### src/rtl/ex_div_unit_pkg.sv
// Shared cpu definitions for the EX-stage divider: op encodings, FSM states
// and the control-unit aluop to divide-op decode.
package ex_div_unit_pkg;

  typedef enum logic [1:0] {
    OP_DIV  = 2'b00,
    OP_DIVU = 2'b01,
    OP_REM  = 2'b10,
    OP_REMU = 2'b11
  } div_op_e;

  typedef enum logic [1:0] {
    ST_IDLE = 2'b00,
    ST_RUN  = 2'b01,
    ST_DONE = 2'b10
  } div_state_e;

  localparam logic [3:0] ALUOP_DIV  = 4'd10;
  localparam logic [3:0] ALUOP_DIVU = 4'd11;
  localparam logic [3:0] ALUOP_REM  = 4'd12;
  localparam logic [3:0] ALUOP_REMU = 4'd13;

  function automatic div_op_e aluop_to_div_op(input logic [3:0] aluop);
    div_op_e res;
    case (aluop)
      ALUOP_DIV:  res = OP_DIV;
      ALUOP_REM:  res = OP_REM;
      ALUOP_REMU: res = OP_REMU;
      default:    res = OP_DIVU;
    endcase
    return res;
  endfunction

endpackage

### src/rtl/ex_div_unit_div_core.sv
// Unsigned radix-2 restoring divider datapath: quotient/dividend shift
// register Q, partial remainder R, divisor D and iteration counter.
module div_core #(
  parameter int unsigned XLEN  = 32,
  parameter int unsigned ITERS = XLEN
) (
  input  logic            clk,
  input  logic            rst,
  input  logic            load,
  input  logic            step,
  input  logic [XLEN-1:0] q_in,
  input  logic [XLEN-1:0] d_in,
  output logic [XLEN-1:0] q_next,
  output logic [XLEN-1:0] r_next,
  output logic            done
);

  localparam int unsigned CW = (ITERS > 1) ? $clog2(ITERS) : 1;

  logic [XLEN-1:0] q_q;
  logic [XLEN-1:0] r_q;
  logic [XLEN-1:0] d_q;
  logic [CW-1:0]   cnt_q;
  logic [XLEN:0]   r_shift;
  logic            ge;

  // R is kept XLEN wide: after every step it is below D, so its top bit of
  // the 33-bit partial remainder is always zero and only lives in r_shift.
  always_comb begin
    r_shift = {r_q, q_q[XLEN-1]};
    ge      = (r_shift >= {1'b0, d_q});
    r_next  = ge ? (r_shift[XLEN-1:0] - d_q) : r_shift[XLEN-1:0];
    q_next  = {q_q[XLEN-2:0], ge};
    done    = step && (cnt_q == CW'(ITERS - 1));
  end

  always_ff @(posedge clk) begin
    if (rst) begin
      q_q   <= '0;
      r_q   <= '0;
      d_q   <= '0;
      cnt_q <= '0;
    end else if (load) begin
      q_q   <= q_in;
      d_q   <= d_in;
      r_q   <= '0;
      cnt_q <= '0;
    end else if (step) begin
      q_q   <= q_next;
      r_q   <= r_next;
      cnt_q <= cnt_q + CW'(1);
    end
  end

endmodule

### src/rtl/ex_div_unit.sv
// Iterative RV32M DIV/DIVU/REM/REMU unit for the EX stage: stalls ID/EX while
// computing and emits one registered, rd-tagged result pulse.
module ex_div_unit
  import ex_div_unit_pkg::*;
#(
  parameter int unsigned XLEN  = 32,
  parameter int unsigned ITERS = XLEN
) (
  input  logic            clk,
  input  logic            rst,
  input  logic            start,
  input  logic [1:0]      op,
  input  logic [XLEN-1:0] dividend,
  input  logic [XLEN-1:0] divisor,
  input  logic [4:0]      dest_addr_in,
  input  logic            flush,
  output logic            stall,
  output logic            busy,
  output logic [XLEN-1:0] result,
  output logic            result_valid,
  output logic [4:0]      dest_addr_out
);

  div_state_e      state_q, state_d;
  logic            accept, step, core_done;
  logic            signed_op, is_rem, sign_a, sign_b;
  logic            div_zero, overflow, special;
  logic [XLEN-1:0] a_abs, b_abs, special_res;
  logic [XLEN-1:0] q_next, r_next, q_fix, r_fix;
  logic            is_rem_q, neg_q_q, neg_r_q;
  logic [XLEN-1:0] result_q;
  logic [4:0]      dest_q;

  always_comb begin
    signed_op   = (op == OP_DIV) || (op == OP_REM);
    is_rem      = (op == OP_REM) || (op == OP_REMU);
    sign_a      = signed_op && dividend[XLEN-1];
    sign_b      = signed_op && divisor[XLEN-1];
    a_abs       = sign_a ? (-dividend) : dividend;
    b_abs       = sign_b ? (-divisor) : divisor;
    div_zero    = (divisor == '0);
    overflow    = signed_op && (dividend == {1'b1, {(XLEN-1){1'b0}}}) && (divisor == '1);
    special     = div_zero || overflow;
    if (div_zero) special_res = is_rem ? dividend : '1;
    else          special_res = is_rem ? '0 : dividend;
    q_fix       = neg_q_q ? (-q_next) : q_next;
    r_fix       = neg_r_q ? (-r_next) : r_next;
  end

  always_comb begin
    state_d      = state_q;
    accept       = 1'b0;
    step         = 1'b0;
    stall        = 1'b0;
    result_valid = 1'b0;
    unique case (state_q)
      ST_IDLE: begin
        if (start && !flush && !rst) begin
          accept  = 1'b1;
          stall   = 1'b1;
          state_d = special ? ST_DONE : ST_RUN;
        end
      end
      ST_RUN: begin
        stall = 1'b1;
        if (flush) begin
          state_d = ST_IDLE;
        end else begin
          step = 1'b1;
          if (core_done) state_d = ST_DONE;
        end
      end
      ST_DONE: begin
        result_valid = !flush && !rst;
        state_d      = ST_IDLE;
      end
      default: state_d = ST_IDLE;
    endcase
  end

  always_ff @(posedge clk) begin
    if (rst) begin
      state_q  <= ST_IDLE;
      result_q <= '0;
      dest_q   <= '0;
      is_rem_q <= 1'b0;
      neg_q_q  <= 1'b0;
      neg_r_q  <= 1'b0;
    end else begin
      state_q <= state_d;
      if (accept) begin
        dest_q   <= dest_addr_in;
        is_rem_q <= is_rem;
        neg_q_q  <= sign_a ^ sign_b;
        neg_r_q  <= sign_a;
        if (special) result_q <= special_res;
      end
      // Final step: sign-fix the core's next values so result is ready in DONE.
      if (step && core_done) result_q <= is_rem_q ? r_fix : q_fix;
    end
  end

  div_core #(
    .XLEN  (XLEN),
    .ITERS (ITERS)
  ) u_div_core (
    .clk    (clk),
    .rst    (rst),
    .load   (accept),
    .step   (step),
    .q_in   (a_abs),
    .d_in   (b_abs),
    .q_next (q_next),
    .r_next (r_next),
    .done   (core_done)
  );

  assign busy          = (state_q != ST_IDLE);
  assign result        = result_q;
  assign dest_addr_out = dest_q;

endmodule

### config.mk
export PLATFORM = sky130hd
export DESIGN_NAME = ex_div_unit
export DESIGN_NICKNAME = d
export VERILOG_FILES = /design/src/rtl/ex_div_unit_pkg.sv /design/src/rtl/ex_div_unit_div_core.sv /design/src/rtl/ex_div_unit.sv
export SDC_FILE = /design/constraint.sdc
export NUM_CORES = 1
export LEC_CHECK = 0
export ABC_AREA = 1
export CAP_MARGIN = 20
export CORE_MARGIN = 5
export CORE_UTILIZATION = 40
export CTS_CLUSTER_DIAMETER = 150
export DETAILED_ROUTE_END_ITERATION = 10
export PLACE_DENSITY_LB_ADDON = 0.3
export SLEW_MARGIN = 20
export SYNTH_ARGS = -nofsm -noshare
export SYNTH_HDL_FRONTEND = slang
export SYNTH_SLANG_ARGS = --single-unit
### constraint.sdc
create_clock -name clk -period 4.7 [get_ports clk]
set_input_delay 0.94 -clock clk [delete_from_list [all_inputs] [get_ports clk]]
set_output_delay 0.94 -clock clk [all_outputs]
set_load 0.02 [all_outputs]
==> results by group, run 1 <==
Outcome
  • Status: finished, final reports clean

Min path
  • Min-delay worst type: reg2reg

Critical path
  • Required @ worst endpoint: 5.08 ns
  • WS Path Type: reg2reg
  • Bufs and invs on worst path: 9
  • CP peak stage delay: 0.41 ns
  • CP startpoint kind: register
  • Worst path slowest cell: ha_1
  • Worst path most repeated cell: inv_1
  • Family with the most delay on the worst path: simple AND/OR/NAND/NOR gates
  • Worst path arrival time: 4.44 ns
  • Worst-path maximum fanout: 12
  • CP Capture Type: register

Pwr
  • LEAKAGE: 7.06 nW
  • Max VDD drop: 0.184 mV
  • Power per cell area: 282 nW/µm²

Floorplanning
  • DIE AREA: 35600 µm²
  • DIE WIDTH: 189 µm
  • Rows: 65
  • Initial Utilization: 40.5%
  • Die height: 189 µm
  • Top Ports: 115
  • Core ar.: 31600 µm²

Logic synthesis
  • Syn Nets: 2323
  • Post-synthesis sequential element count: 143
  • Main synth FF type: dfxtp_1
  • Mean Syn Cell Area: 5.79 µm²
  • Mapped Cells: 2208
  • Number of flops mapped to enable cells by yosys: 0
  • Seq/Total Area, Yosys: 22.4%
  • Top cells by area, synth: dfxtp_1 (22%), nand2_1 (17%), inv_1 (9.7%)
  • Distinct cells, synth: 51
  • Dominant cell type by area after synthesis: dfxtp_1
  • Netlist Area Pre-Place: 12800 µm²
  • Top cell type's share of synthesized area: 22.4%
  • Synth warn: 0
  • FFs w/ async S/R, synth: 0%

STA
  • Slew headroom: 38.0%
  • Fin. Hold Viols: 0
  • Slew @ Worst Pin: 0.930 ns
  • Maximum clock rate: 0.246 GHz
  • Tcrit/Tclk final: 86.5%
  • Setup Skew: 0.0188 ns
  • Max Slew Vio Count: 0
  • Setup WS post-layout: 0.635 ns
  • Hold_ws: 0.474 ns
  • Final setup viols: 0
  • Setup TNS: 0 ns
  • Min Tclk post-route: 4.06 ns
  • RSZ-0062 raised after global routing: no

Route
  • Total Wirelength: 49.3 mm
  • Routed Antenna Nets: 0
  • Vias: 14700
  • Post-route DRC: 0
  • DR iter-0 viols: 1521
  • Uppermost layer routed: met4
  • Wirelength per Cell: 18.3 µm
  • Via/cell ratio: 5.47
  • Met3 WL post-DR: 4.65 mm
  • Length of routed wiring on met1: 22.3 mm
  • WL met2: 20.6 mm
  • Pre-antenna DRT Iters: 6

Layout
  • Commonest cells after routing, fill and taps aside: nand2_1 (571), inv_1 (329), o21ai_0 (228), nor2_1 (183), a21oi_1 (154)
  • Commonest non-fill, non-tap cell in the layout: nand2_1
  • Area of the multi-input gates: 8260 µm²
  • Share of cells above drive strength 1: 6.30%
  • Layout overhead on the synthesized area: 15.7%
  • Register cell area after layout: 2860 µm²
  • Cell area after layout: 14800 µm²
  • Final nets: 2389
  • Number of diodes: 0
  • FILL cells: 3284

GRT
  • Total congestion overflow: 0
  • Initial antenna violation count: 0
  • First-pass GRT wire length: 77.3 mm
  • Largest net degree at the start of global routing: 87
  • Vias in the first global route: 13700
  • Gr usage total: 27.1%

Clock tree
  • Worst-skew pair later-pin latency: 0.44 ns
  • Max clock buf depth: 2
  • CTS Buf Count: 17
  • Hold_buf cts: 0
  • CTS tree: done
  • Setup Fix Bufs, Post-CTS: 0
  • H-Tree Depth: 4
  • Post-CTS resize count: 0
  • CTS root buffer: clkbuf_16
  • CTS sink cnt: 143
  • Reg clk slew, reported paths: 0.07 ns

Place
  • Placed Area: 14200 µm²
  • RD Place Congestion: 0.993
  • Port bufs: 114
  • Dpl hpwl: 37.8 mm
  • Pre-CTS setup slack: 0.251 ns

Job
  • Max_cap viols: 0
==> per-stage QoR <==
step	utilization (%)	cells	power [mW]
floorplan	-	2208	2.39
global placement	45.0	2656	2.85
detailed placement	45.0	2656	2.85
CTS	46.8	2688	4.14
global route	46.9	2689	4.41
finish	46.9	2689	4.17
==> layout make-up <==
class / count / share of cell area (%)
multi-input combinational: 1633 / 55.9
tap: 402 / 3.40
inverter: 342 / 8.68
timing repair buffer: 137 / 8.99
clock inverter: 12 / 0.584
clock buffer: 20 / 3.09
sequential: 143 / 19.4
==> logic make-up (layout without fill, tap and decap cells) <==
family,Yosys count,count (layout),share of synthesized area [%]
simple gates,1036,1036,34.8
fa+ha+maj,40,40,3.97
compound gates,498,498,21.6
buf+inv,432,511,13.2
xor+xnor,59,59,4.04
flops,143,143,22.4
==> power by group <==
part	internal [mW]	switching (mW)
Sequential	1.26	0.0320
Combinational	0.484	1.09
Clock	0.705	0.598
==> synthesized netlist by cell type, drive strengths merged (2+ instances only) <==
master    n
nor3b     2
clkinv    4
nand4    27
xor2     54
a21oi   163
xnor2     5
a21boi    9
a31oi    15
o211ai   30
a22o      5
o21bai    9
nor4      8
clkbuf   70
buf      20
a21o      2
o31ai     8
nand2   596
nand3b    3
o21ai   246
ha       39
o22ai     7
o41ai     2
nand3   139
nor3     46
dfxtp   143
or2       4
nor2    209
inv     338
==> layer usage <==
| layer | global-route usage (%) | vias to the layer above |
|---|---|---|
| li1 | - | 7263 |
| met1 | 39.0 | 6651 |
| met2 | 40.4 | 710 |
| met3 | 5.39 | 87 |
| met4 | 9.22 | 0 |
| met5 | 0 | - |
==> worst min-delay path, delay by kind of cell, from the launching register on <==
family,cells,cell delay [ns]
buffers and inverters,1,0.07
AO/OA/AOI/OAI,1,0.06
flip-flops,1,0.30
==> registers in the layout, indices dropped and copies added, names as in the netlist <==
register,cells
u_div_core.cnt_q,5
state_q,2
result,32
neg_r_q,1
u_div_core.q_q,32
u_div_core.r_q,32
u_div_core.d_q,32
neg_q_q,1
dest_addr_out,5
is_rem_q,1
==> worst paths after layout <==
check	endpoint	slack [ns]	cells after the start	from
worst min-delay path	u_div_core.cnt_q[3]$_SDFFE_PP0P_	0.47	2	u_div_core.cnt_q[3]$_SDFFE_PP0P_
worst max register to register	result[30]$_SDFFE_PP0P_	0.64	32	u_div_core.d_q[22]$_SDFFE_PP0P_
worst min register to register	u_div_core.cnt_q[3]$_SDFFE_PP0P_	0.47	2	u_div_core.cnt_q[3]$_SDFFE_PP0P_
worst max-delay path	result[30]$_SDFFE_PP0P_	0.64	32	u_div_core.d_q[22]$_SDFFE_PP0P_
(Power assumes the default switching activity.)
==> inputs of run 2 (changes only) <==
DONT_BUFFER_PORTS = 1   (was not set)
==> results by group, run 2 (same netlist as run 1, synthesis figures left out) <==
Critical path
  • Required @ worst endpoint: 5.08 ns
  • Ordered cell list for the critical path: inv_1 -> ha_1 -> nand2_1 -> nor2_1 -> nand3_1 -> nor2_1 -> nand2_1 -> nand2_2 -> nor2_4 -> nand2_8 -> buf_4 -> nand3_1 -> nand2_1 -> nand2_1 -> nor2_2 -> nand2_1 -> nor2_1 -> nand2_1 -> nand3_1 -> nand3_1 -> nand2_1 -> nand2_1 -> a21oi_1
  • Worst-path maximum fanout: 28
  • Family with the most delay on the worst path: simple AND/OR/NAND/NOR gates
  • Bufs and invs on worst path: 2
  • Worst path slowest cell: ha_1
  • WS Path Type: reg2reg
  • CP Capture Type: register
  • CP peak stage delay: 0.37 ns
  • Worst path arrival time: 4.55 ns
  • Worst path most repeated cell: nand2_1
  • CP startpoint kind: register

Place
  • Port bufs: 0
  • Pre-CTS setup slack: 0.643 ns
  • Inst Count DP: 2541
  • RD Place Congestion: 0.943
  • Dpl hpwl: 37.8 mm

Clock tree
  • Hold_buf cts: 0
  • Reg clk slew, reported paths: 0.07 ns
  • CTS Buf Count: 17
  • Setup Fix Bufs, Post-CTS: 0
  • CTS sink cnt: 143
  • CTS tree: done
  • Post-CTS resize count: 0
  • H-Tree Depth: 4
  • CTS root buffer: clkbuf_16
  • Worst-skew pair later-pin latency: 0.45 ns
  • Max clock buf depth: 2

Floorplanning
  • Initial Utilization: 40.5%
  • Top Ports: 115
  • Core ar.: 31600 µm²
  • DIE AREA: 35600 µm²
  • Rows: 65
  • DIE WIDTH: 189 µm
  • Die height: 189 µm

Pwr
  • Overall power: 4.08 mW
  • Part of the power in registers: 31.8%
  • Switching share of power: 41.8%
  • Power per cell area: 299 nW/µm²
  • Clock share of power: 32.4%
  • LEAKAGE: 6.64 nW
  • Sw Pwr: 1.71 mW
  • Comb power frac: 35.8%
  • Internal power: 2.37 mW
  • Max VDD drop: 0.273 mV

Route
  • DR iter-0 viols: 1420
  • Routed Antenna Nets: 0
  • Pre-antenna DRT Iters: 5
  • Wirelength per Cell: 18.9 µm
  • Post-route DRC: 0
  • Total Wirelength: 48.7 mm
  • Vias: 14300
  • Via/cell ratio: 5.57

Layout
  • Final Util: 43.2%
  • Layout overhead on the synthesized area: 6.52%
  • Final nets: 2273
  • Number of diodes: 0
  • Post-Layout Cell Count: 2573
  • Share of cells above drive strength 1: 6.54%
  • Commonest non-fill, non-tap cell in the layout: nand2_1
  • FILL cells: 3495
  • Register cell area after layout: 2860 µm²
  • Commonest cells after routing, fill and taps aside: nand2_1 (571), inv_1 (329), o21ai_0 (227), nor2_1 (184), a21oi_1 (154)
  • Area of the multi-input gates: 8260 µm²

Outcome
  • Status: finished, final reports clean

STA
  • RSZ-0062 raised after global routing: no
  • Setup TNS: 0 ns
  • Min Tclk post-route: 4.17 ns
  • Tcrit/Tclk final: 88.8%
  • Slew @ Worst Pin: 1.16 ns
  • Fin. Hold Viols: 0
  • Maximum clock rate: 0.240 GHz
  • Slew headroom: 22.3%
  • Max Slew Vio Count: 0
  • Setup Skew: 0.0134 ns
  • Setup WS post-layout: 0.526 ns
  • Final setup viols: 0

GRT
  • Largest net degree at the start of global routing: 76
  • Total congestion overflow: 0
  • First-pass GRT wire length: 75.4 mm
  • Initial antenna violation count: 0
  • Gr usage total: 26.8%
  • Vias in the first global route: 13300

Job
  • Max_cap viols: 0

Min path
  • Min-delay worst type: reg2reg
-- run 2: cell types whose count changed in the layout (fill, tap and decap cells not counted), sizes merged --
cell	before	now
clkinvlp	6	2
inv	340	347
buf	24	21
clkdlybuf4s50	113	0
clkbuf	20	17
-- run 2: per-stage QoR --
stage	area [µm²]	hold slack, ns
CTS	13600	0.476
global placement	13100	0.447
floorplan	12800	0.435
detailed placement	13100	0.465
global route	13600	0.502
finish	13600	0.471
-- run 2: worst paths after layout --
check,start,end,slack (ns),cells past startpoint
setup / recovery,u_div_core.d_q[25]$_SDFFE_PP0P_,result[27]$_SDFFE_PP0P_,0.53,23
hold / removal,u_div_core.cnt_q[3]$_SDFFE_PP0P_,u_div_core.cnt_q[3]$_SDFFE_PP0P_,0.47,2
setup reg to reg,u_div_core.d_q[25]$_SDFFE_PP0P_,result[27]$_SDFFE_PP0P_,0.53,23
hold reg to reg,u_div_core.cnt_q[3]$_SDFFE_PP0P_,u_div_core.cnt_q[3]$_SDFFE_PP0P_,0.47,2
-- run 2: power groups by stage --
stage          clock (mW)  combinational [mW]  sequential, mW
2_1_floorplan           0                1.08            1.31
3_3_place_gp            0                1.42            1.32
3_5_place_dp            0                1.43            1.32
4_1_cts              1.35                1.44            1.29
5_1_grt              1.41                1.63            1.30
6_report             1.32                1.46            1.30
-- run 2: cell type report --
type                            instances  area share (%)
Tap cell                              402            3.69
Clock buffer                           17            3.12
Clock inverter                         15           0.900
Multi-Input combinational cell       1633            60.7
Inverter                              342            9.43
Sequential cell                       143            21.0
Timing Repair Buffer                   21            1.16
-- run 2: routing by layer --
layer  track usage (%)  wire [µm]
met3              7.34       4780
met1              36.5      21600
met2              40.7      20500
met5                 0          0
met4              9.95       1780
-- run 2: tightest hold or removal path, delay by kind of cell (launching register included) --
kind	cells	cell delay (ns)
AO/OA/AOI/OAI	1	0.06
flip-flops	1	0.30
buffers and inverters	1	0.07
